**src/rtl/simon_pkg.sv**
```systemverilog
// Shared definitions for the Simon game pattern datapath and its sequence memory.
package simon_pkg;

    localparam int PATTERN_W  = 4;
    localparam int SEQ_ADDR_W = 6;
    localparam int SEQ_DEPTH  = 1 << SEQ_ADDR_W;

    typedef logic [PATTERN_W-1:0] pattern_t;

    // True when an address selects an existing entry of a DEPTH-entry array.
    function automatic logic addr_in_range(input logic [31:0] addr, input int depth);
        return addr < 32'(depth);
    endfunction

endpackage

```
**src/rtl/memory_if.sv**
```systemverilog
// Write/read port bundle of the pattern sequence memory.
interface memory_if #(
    parameter int DATA_W = simon_pkg::PATTERN_W,
    parameter int ADDR_W = simon_pkg::SEQ_ADDR_W
);
    logic [ADDR_W-1:0] r_addr;
    logic [ADDR_W-1:0] w_addr;
    logic [DATA_W-1:0] w_data;
    logic              w_en;
    logic [DATA_W-1:0] r_data;

    modport master (
        output r_addr, w_addr, w_data, w_en,
        input  r_data
    );

    modport slave (
        input  r_addr, w_addr, w_data, w_en,
        output r_data
    );
endinterface

```
**src/rtl/memory.sv**
```systemverilog
// Pattern sequence register file: one synchronous write port, one combinational
// read port. Built from flops so the whole array clears asynchronously.
module memory
    import simon_pkg::*;
#(
    parameter int DATA_W = PATTERN_W,
    parameter int ADDR_W = SEQ_ADDR_W,
    parameter int DEPTH  = SEQ_DEPTH
) (
    input  logic     clk,
    input  logic     rst,
    memory_if.slave  bus
);

    logic [DATA_W-1:0] mem [DEPTH];
    logic              w_ok;
    logic              r_ok;

    // Out-of-range addresses are rejected rather than wrapped onto real entries.
    assign w_ok = addr_in_range(32'(bus.w_addr), DEPTH);
    assign r_ok = addr_in_range(32'(bus.r_addr), DEPTH);

    // Array storage: async clear on rst low, otherwise write the addressed entry.
    always_ff @(posedge clk or negedge rst) begin
        if (!rst) begin
            for (int i = 0; i < DEPTH; i++) begin
                mem[i] <= '0;
            end
        end else if (bus.w_en && w_ok) begin
            mem[bus.w_addr] <= bus.w_data;
        end
    end

    // Read mux; reset gating keeps r_data at zero for the whole reset window.
    assign bus.r_data = (rst && r_ok) ? mem[bus.r_addr] : '0;

endmodule

```
**src/flat_wrapper.sv**
```systemverilog
// flat-port wrapper written by rule: the top's interface ports become plain ports
module memory_flat import simon_pkg::*;
#(
    parameter int DATA_W = PATTERN_W,
    parameter int ADDR_W = SEQ_ADDR_W,
    parameter int DEPTH  = SEQ_DEPTH
)
  (clk, rst, bus_r_addr, bus_w_addr, bus_w_data, bus_w_en, bus_r_data);
  memory_if #(.DATA_W(DATA_W), .ADDR_W(ADDR_W)) bus_i ();
  input  logic clk;
  input  logic rst;
  input wire logic [$bits(bus_i.r_addr)-1:0] bus_r_addr;
  input wire logic [$bits(bus_i.w_addr)-1:0] bus_w_addr;
  input wire logic [$bits(bus_i.w_data)-1:0] bus_w_data;
  input wire logic [$bits(bus_i.w_en)-1:0] bus_w_en;
  output wire logic [$bits(bus_i.r_data)-1:0] bus_r_data;
  assign bus_i.r_addr = bus_r_addr;
  assign bus_i.w_addr = bus_w_addr;
  assign bus_i.w_data = bus_w_data;
  assign bus_i.w_en = bus_w_en;
  assign bus_r_data = bus_i.r_data;
  memory #(.DATA_W(DATA_W), .ADDR_W(ADDR_W), .DEPTH(DEPTH)) u_core (.clk(clk), .rst(rst), .bus(bus_i));
endmodule
```
**config.mk**
```make
export PLATFORM = sky130hd
export DESIGN_NAME = memory_flat
export DESIGN_NICKNAME = d
export VERILOG_FILES = /design/src/rtl/simon_pkg.sv /design/src/rtl/memory_if.sv /design/src/rtl/memory.sv /design/src/flat_wrapper.sv
export SDC_FILE = /design/constraint.sdc
export NUM_CORES = 1
export LEC_CHECK = 0
export ABC_CLOCK_PERIOD_IN_PS = 2000
export BUFFER_PORTS_ARGS = -buffer_cell sky130_fd_sc_hd__buf_2
export CORE_UTILIZATION = 35
export DETAILED_ROUTE_END_ITERATION = 10
export SYNTH_ARGS = -nofsm -noshare
export SYNTH_HDL_FRONTEND = slang
export SYNTH_SLANG_ARGS = --single-unit
```
**constraint.sdc**
```tcl
create_clock -name clk -period 2 [get_ports clk]
set_input_delay 0.2 -clock clk [delete_from_list [all_inputs] [get_ports clk]]
set_output_delay 0.2 -clock clk [all_outputs]
set_load 0.01 [all_outputs]
```
==> metrics.log, run 1 <==
INFO  metric fillCellCount = roughly 3100
INFO  metric stdcell_area = 0.0141 mm^2
INFO  metric critical-path-slowest-cell = sky130_fd_sc_hd__mux4_2
INFO  metric path_cells = mux4_2 -> mux4_2 -> mux2i_1 -> o22ai_2 -> buf_2
INFO  metric setup.worst_path.start_class = flop
INFO  metric period_share = 128%
INFO  metric place_congestion = about 0.83
INFO  metric clk_transition_reported_paths = roughly 0.060 ns
INFO  metric multi_input_area = about 0.0054 mm^2
INFO  metric critical_path.top_delay_family = multiplexers
INFO  metric drtAntennaViolNets = 0
INFO  metric die_w = roughly 190 um
INFO  metric max_reg_flops = 256
INFO  metric worst_case_vdd_ir_drop = roughly 0.00050 V
INFO  metric area_growth_syn_to_layout = 16.8%
INFO  metric top_regs = u_core.mem (256)
INFO  metric global_route.usage.total = about 17%
INFO  metric clock_sinks = 256
INFO  metric n_antenna_cell = 0
INFO  metric synthesis.nets = slightly above 800
INFO  metric detailedRoute.firstPassIterationCount = 4
INFO  metric worst-setup-path-type = flop to output port
INFO  metric detailroute.via_count = roughly 7000
INFO  metric floorplan.rows = 67
INFO  metric postLayoutSetupSlackWorst = -0.568 ns
INFO  metric synthArstFlopShare = 100%
INFO  metric initial_standard_cell_utilization_of_the_core = 35.7%
INFO  metric gr_ovfl_total = 0
INFO  metric core = ~0.034 mm^2
INFO  metric final_period_minus_worst_setup_slack = 2.57 ns
INFO  metric cts_made_buffers = 28
INFO  metric total_leakage_power = ~6.4 nW
INFO  metric final_layout_size_suffix_gt1_share = 51.8%
INFO  metric cts_buffer_depth = 3
INFO  metric synth_enable_flop_cells = 0
INFO  metric wl_per_cell = 21.6 um
INFO  metric fmax = between 300 and 400 MHz
INFO  metric dp.final_hpwl = around 20000 um
INFO  metric cts_tree = done
INFO  metric drtIter0Drc = around 380
INFO  metric setup_violations = 4
INFO  metric synthesis.area_per_instance = roughly 15 um^2
INFO  metric post-route-drc-count = 0
INFO  metric synth_warnings = 0
INFO  metric timing.clock.skew = 0 ns
INFO  metric synth_flop_cell = sky130_fd_sc_hd__dfrtp_1
INFO  metric worst-endpoint-arrival = between 2 and 2.5 ns
INFO  metric placement.cell_area = 0.0131 mm^2
INFO  metric crit_path_end_kind = output port
INFO  metric tns = -1.86 ns
INFO  metric top_register = u_core.mem
INFO  metric first_global_vias = between 7000 and 8000
INFO  metric clock-root-buffer = sky130_fd_sc_hd__clkbuf_16
INFO  metric synth.area.top_cells = sky130_fd_sc_hd__dfrtp_1 53%, sky130_fd_sc_hd__mux2_2 24%, sky130_fd_sc_hd__mux4_2 12%, sky130_fd_sc_hd__nand2_1 1.5%, sky130_fd_sc_hd__nor2_1 1.3%
INFO  metric crit_top_cell = sky130_fd_sc_hd__mux4_2
INFO  metric result_of_the_run = finished with violations
INFO  metric min-delay-path-class = input pin to flop
INFO  metric finalCoreUtilization = between 40% and 50%
INFO  metric p_per_area = ~930 mW/mm^2
INFO  metric critical_path_required = 1.80 ns
INFO  metric yosys.cell_types.count = 39
INFO  metric die_area = 0.0351 mm^2
INFO  metric most-common-layout-cells = 256 x sky130_fd_sc_hd__dfrtp_1, 254 x sky130_fd_sc_hd__mux2_2, 63 x sky130_fd_sc_hd__mux4_2, 53 x sky130_fd_sc_hd__buf_4, 47 x sky130_fd_sc_hd__nand2_1
INFO  metric grt_max_degree = between 100 and 150
INFO  metric r2r_setup_slack = ~1.2 ns
INFO  metric antenna_found_initial = 0
INFO  metric worstMarginPinSlew = 0.792 ns
INFO  metric crit_buf_inv = 1
INFO  metric worst-path-max-fanout = 2
INFO  metric commonest_non_fill_non_tap_cell_in_the_layout = sky130_fd_sc_hd__dfrtp_1
INFO  metric failed_checks = negative setup slack
INFO  metric ff_latch_area = approximately 0.0064 mm^2
INFO  metric vias_per_cell = 5.22
INFO  metric timing.final.hold_violations = 0
INFO  metric clock_insertion_delay_worst_skew = 0.53 ns
INFO  metric synth_largest_area_cell = sky130_fd_sc_hd__dfrtp_1
INFO  metric wl = about 29000 um
INFO  metric count_of_buffers_from_port_buffering = 22
INFO  metric syn_inst = slightly above 800
INFO  metric h_tree_depth = 1
INFO  metric ioPinCount = 23
INFO  metric power.total = roughly 13 mW
INFO  metric yosys_register_bits = 256
INFO  metric synth_sequential_area_ratio = a little over half
INFO  metric cp_slowest_stage_delay = approximately 0.49 ns
INFO  metric nets_final = between 800 and 900
INFO  metric post_synth_instance_area = around 0.012 mm^2
INFO  metric slew_headroom = 47.0%
INFO  metric unrepaired_setup_endpoints_after_global_routing = yes
INFO  metric grt_first_pass_wirelength = 46200 um
INFO  metric cts_post_setup_buffers_inserted = 0
INFO  metric timing.final.max_slew_violations = 0
INFO  metric timing.max_cap.violations = 0
INFO  metric hold_slack = 0.238 ns
INFO  metric die_boundary_height = between 150 and 200 um
INFO  metric synthDominantCellAreaShare = around 53%
-- cell type report --
cell class                      count  area share (%)
Clock inverter                      9           0.499
Timing Repair Buffer               89            5.82
Tap cell                          448            3.99
Clock buffer                       41            5.77
Multi-Input combinational cell    498            38.3
Sequential cell                   256            45.6
-- per-layer routing --
| metal | wire, um | share of wire, % | global-route usage [%] | vias up |
|---|---|---|---|---|
| li1 | - | - | - | 3133 |
| met1 | 13200 | 46 | 23.3 | 3722 |
| met2 | 14000 | 48 | 28.2 | 93 |
| met3 | 974 | 3.4 | 2.25 | 55 |
| met4 | 804 | 2.8 | 5.07 | 0 |
| met5 | 0 | 0 | 0 | - |
-- logic make-up after synthesis --
family / Yosys count / share of synthesized area, %
flops: 256 / 53.3
buf+inv: 58 / 2.38
simple gates: 135 / 5.22
compound gates: 25 / 1.46
mux: 338 / 37.7
-- cell usage after synthesis (3+ instances only) --
cell / count
sky130_fd_sc_hd__a21oi_1: 3
sky130_fd_sc_hd__and2_1: 3
sky130_fd_sc_hd__buf_1: 4
sky130_fd_sc_hd__buf_2: 13
sky130_fd_sc_hd__buf_4: 8
sky130_fd_sc_hd__buf_6: 3
sky130_fd_sc_hd__clkbuf_1: 30
sky130_fd_sc_hd__dfrtp_1: 256
sky130_fd_sc_hd__mux2_1: 5
sky130_fd_sc_hd__mux2_2: 254
sky130_fd_sc_hd__mux2i_1: 14
sky130_fd_sc_hd__mux4_1: 3
sky130_fd_sc_hd__mux4_2: 62
sky130_fd_sc_hd__nand2_1: 47
sky130_fd_sc_hd__nand2b_1: 7
sky130_fd_sc_hd__nand3_1: 8
sky130_fd_sc_hd__nand3b_1: 4
sky130_fd_sc_hd__nand4_1: 4
sky130_fd_sc_hd__nor2_1: 42
sky130_fd_sc_hd__nor2b_1: 5
sky130_fd_sc_hd__nor3b_1: 3
sky130_fd_sc_hd__o221ai_1: 3
sky130_fd_sc_hd__o22ai_1: 4
sky130_fd_sc_hd__or2_2: 3
-- through the flow --
stage,cells,setup slack [ns]
2_1_floorplan,812,0.226
3_3_place_gp,1290,-0.343
3_5_place_dp,1290,-0.370
4_1_cts,1341,-0.583
5_1_grt,1341,-0.627
6_report,1341,-0.568
-- worst paths after layout --
| path | cells past startpoint | to | start |
|---|---|---|---|
| worst max-delay path | 5 | bus_r_data[1] | u_core.mem[225] |
| min in group asynchronous | 2 | u_core.mem[185] | rst |
| worst max register to register | 1 | u_core.mem[70] | u_core.mem[70] |
| max in group asynchronous | 4 | u_core.mem[114] | rst |
| worst min register to register | 1 | u_core.mem[4] | u_core.mem[4] |
| worst min-delay path | 2 | u_core.mem[4] | bus_w_data[0] |
-- power breakdown --
part / total (mW) / switching [mW] / internal [mW] / leakage, nW
Sequential: 6.22 / 0.352 / 5.87 / 3.40
Clock: 4.95 / 2.04 / 2.92 / 0.441
Combinational: 1.83 / 0.768 / 1.06 / 2.55
-- what timing repair did --
item / CTS / global route
hold buffers: 1 / 1
gates resized for setup: 9 / 4
hold endpoints to repair: 29 / 29
pin swaps: 6 / 3
gates cloned: 0 / 0
setup endpoints to repair: 4 / 139
Power figures use the tool's default switching activity.
==> run 2, diff against run 1 <==
CORE_UTILIZATION = 25   (was 35)
==> metrics.log, run 2 (synthesized netlist as in run 1, its figures left out) <==
INFO  metric floorplan.rows = 80
INFO  metric share_comb_of_total_power = between 10% and 20%
INFO  metric core = 0.0476 mm^2
INFO  metric placement.cell_area = 0.0134 mm^2
INFO  metric timing.clock.skew = 0 ns
INFO  metric commonest_non_fill_non_tap_cell_in_the_layout = sky130_fd_sc_hd__dfrtp_1
INFO  metric worst-path-max-fanout = 2
INFO  metric fillCellCount = about 4700
INFO  metric post-route-drc-count = 0
INFO  metric first_global_vias = 7543
INFO  metric r2r.worst_path.cells = 2
INFO  metric detailedRoute.firstPassIterationCount = 5
INFO  metric drtAntennaViolNets = 0
INFO  metric die_boundary_height = about 220 um
INFO  metric worstMarginPinSlew = 0.937 ns
INFO  metric timing.max_cap.violations = 0
INFO  metric wl = between 20000 and 30000 um
INFO  metric initial_standard_cell_utilization_of_the_core = between 20% and 30%
INFO  metric dp.final_hpwl = 19700 um
INFO  metric ioPinCount = 23
INFO  metric area_growth_syn_to_layout = 19.7%
INFO  metric cts_made_buffers = 28
INFO  metric grt_max_degree = approximately 170
INFO  metric antenna_found_initial = 1
INFO  metric worst_case_vdd_ir_drop = approximately 0.00069 V
INFO  metric clock_sinks = ~260
INFO  metric nets_final = 903
INFO  metric final_period_minus_worst_setup_slack = between 2 and 3 ns
INFO  metric clk_transition_reported_paths = about 0.060 ns
INFO  metric count_of_buffers_from_port_buffering = 22
INFO  metric timing.final.max_slew_violations = 0
INFO  metric total_switching_power = about 3.1 mW
INFO  metric worst-setup-path-type = flop to output port
INFO  metric top_regs = u_core.mem (256)
INFO  metric clock_insertion_delay_worst_skew = around 0.53 ns
INFO  metric critical_path_required = between 1.5 and 2 ns
INFO  metric r2r_setup_slack = around 1.1 ns
INFO  metric min-delay-path-class = input pin to flop
INFO  metric die_w = roughly 220 um
INFO  metric cts_buffer_depth = 3
INFO  metric stdcell_area = around 0.014 mm^2
INFO  metric period_share = 131%
INFO  metric share_clk_of_total_power = about two fifths
INFO  metric whs_path_depth = 3
INFO  metric multi_input_area = between 0.005 and 0.006 mm^2
INFO  metric cts_tree = done
INFO  metric p_per_area = about 910 mW/mm^2
INFO  metric postLayoutSetupSlackWorst = -0.616 ns
INFO  metric h_tree_depth = 1
INFO  metric gr_ovfl_total = 0
INFO  metric power_report.internal_total = 9.99 mW
INFO  metric final_layout_size_suffix_gt1_share = between 50% and 60%
INFO  metric most-common-layout-cells = 256 x sky130_fd_sc_hd__dfrtp_1, 253 x sky130_fd_sc_hd__mux2_2, 64 x sky130_fd_sc_hd__mux4_2, 64 x sky130_fd_sc_hd__buf_4, 47 x sky130_fd_sc_hd__nand2_1
INFO  metric result_of_the_run = finished with violations
INFO  metric setup.worst_path.start_class = flop
INFO  metric top_register = u_core.mem
INFO  metric finalCoreUtilization = between 30% and 40%
INFO  metric p_sw_share = a little under a quarter
INFO  metric slew_headroom = a little under two fifths
INFO  metric worst-endpoint-arrival = 2.42 ns
INFO  metric max_reg_flops = 256
INFO  metric grt_first_pass_wirelength = around 47000 um
INFO  metric unrepaired_setup_endpoints_after_global_routing = yes
INFO  metric global_route.usage.total = ~12%
INFO  metric place_congestion = roughly 0.85
INFO  metric detailroute.via_count = around 7100
INFO  metric failed_checks = negative setup slack
INFO  metric wl_per_cell = ~19 um
INFO  metric setup_violations = 4
INFO  metric crit_path_end_kind = output port
INFO  metric drtIter0Drc = ~520
INFO  metric clock-root-buffer = sky130_fd_sc_hd__clkbuf_16
INFO  metric die_area = about 0.049 mm^2
INFO  metric timing.final.hold_violations = 0
INFO  metric share_seq_of_total_power = between 40% and 50%
INFO  metric fmax = between 300 and 400 MHz
INFO  metric vias_per_cell = 4.70
INFO  metric total_leakage_power = roughly 6.5 nW
INFO  metric ff_latch_area = 0.00641 mm^2
## run 2: final timing paths
path	start	endpoint
min in group asynchronous	rst	u_core.mem[29]
setup reg to reg	u_core.mem[146]	u_core.mem[146]
setup / recovery	u_core.mem[193]	bus_r_data[1]
hold / removal	bus_w_addr[2]	u_core.mem[60]
max in group asynchronous	rst	u_core.mem[247]
hold reg to reg	u_core.mem[7]	u_core.mem[7]
## run 2: area by class of cell
class	instances	share of cell area (%)
repair buffers	100	6.26
clock buffers	38	5.62
well taps	615	5.35
multi-input cells	498	37.6
clock inverters	9	0.678
diodes	1	0.0174
flip-flops and latches	256	44.5
## run 2: layer usage
metal	wire length [um]	track usage [%]	share of wire [%]
met3	1160	1.66	3.9
met5	0	0	0
met1	13400	16.8	46
met4	565	2.89	1.9
met2	14200	20.4	48
## run 2: worst max-delay path: stages, from the launching register on
cell and delay (ns):
sky130_fd_sc_hd__dfrtp_1 0.39, sky130_fd_sc_hd__mux4_2 0.47, sky130_fd_sc_hd__mux4_2 0.53, sky130_fd_sc_hd__mux2i_4 0.22, sky130_fd_sc_hd__o22ai_2 0.11, sky130_fd_sc_hd__buf_2 0.16
## run 2: power by group through the flow
stage                     Clock (mW)  Combinational, mW  Sequential, mW
after floorplan                    0               1.27            6.16
after global placement             0               1.78            6.28
after detailed placement           0               1.82            6.29
after CTS                       5.21               1.86            6.21
after global routing            5.42               2.00            6.30
final                           5.07               1.85            6.22
## run 2: stage by stage
stage                     setup slack [ns]  power [mW]  hold WS, ns  cells  setup TNS, ns
final                               -0.616        13.1        0.230   1517          -1.78
after global routing                -0.663        13.7        0.269   1517          -2.10
after CTS                           -0.567        13.3        0.203   1515          -1.80
after detailed placement            -0.286        8.12        0.314   1467         -0.937
after global placement              -0.279        8.05        0.307   1467         -0.920
after floorplan                      0.226        7.43      -0.0956    812              0
## run 2: what timing repair did
action                                 4_1_cts  5_1_grt
hold buffers                                 1        0
endpoints found under the hold margin      256        0
setup endpoints to repair                    4        4
resized for setup                           15        4
pin swaps                                    7        1
buffers inserted                             0        1
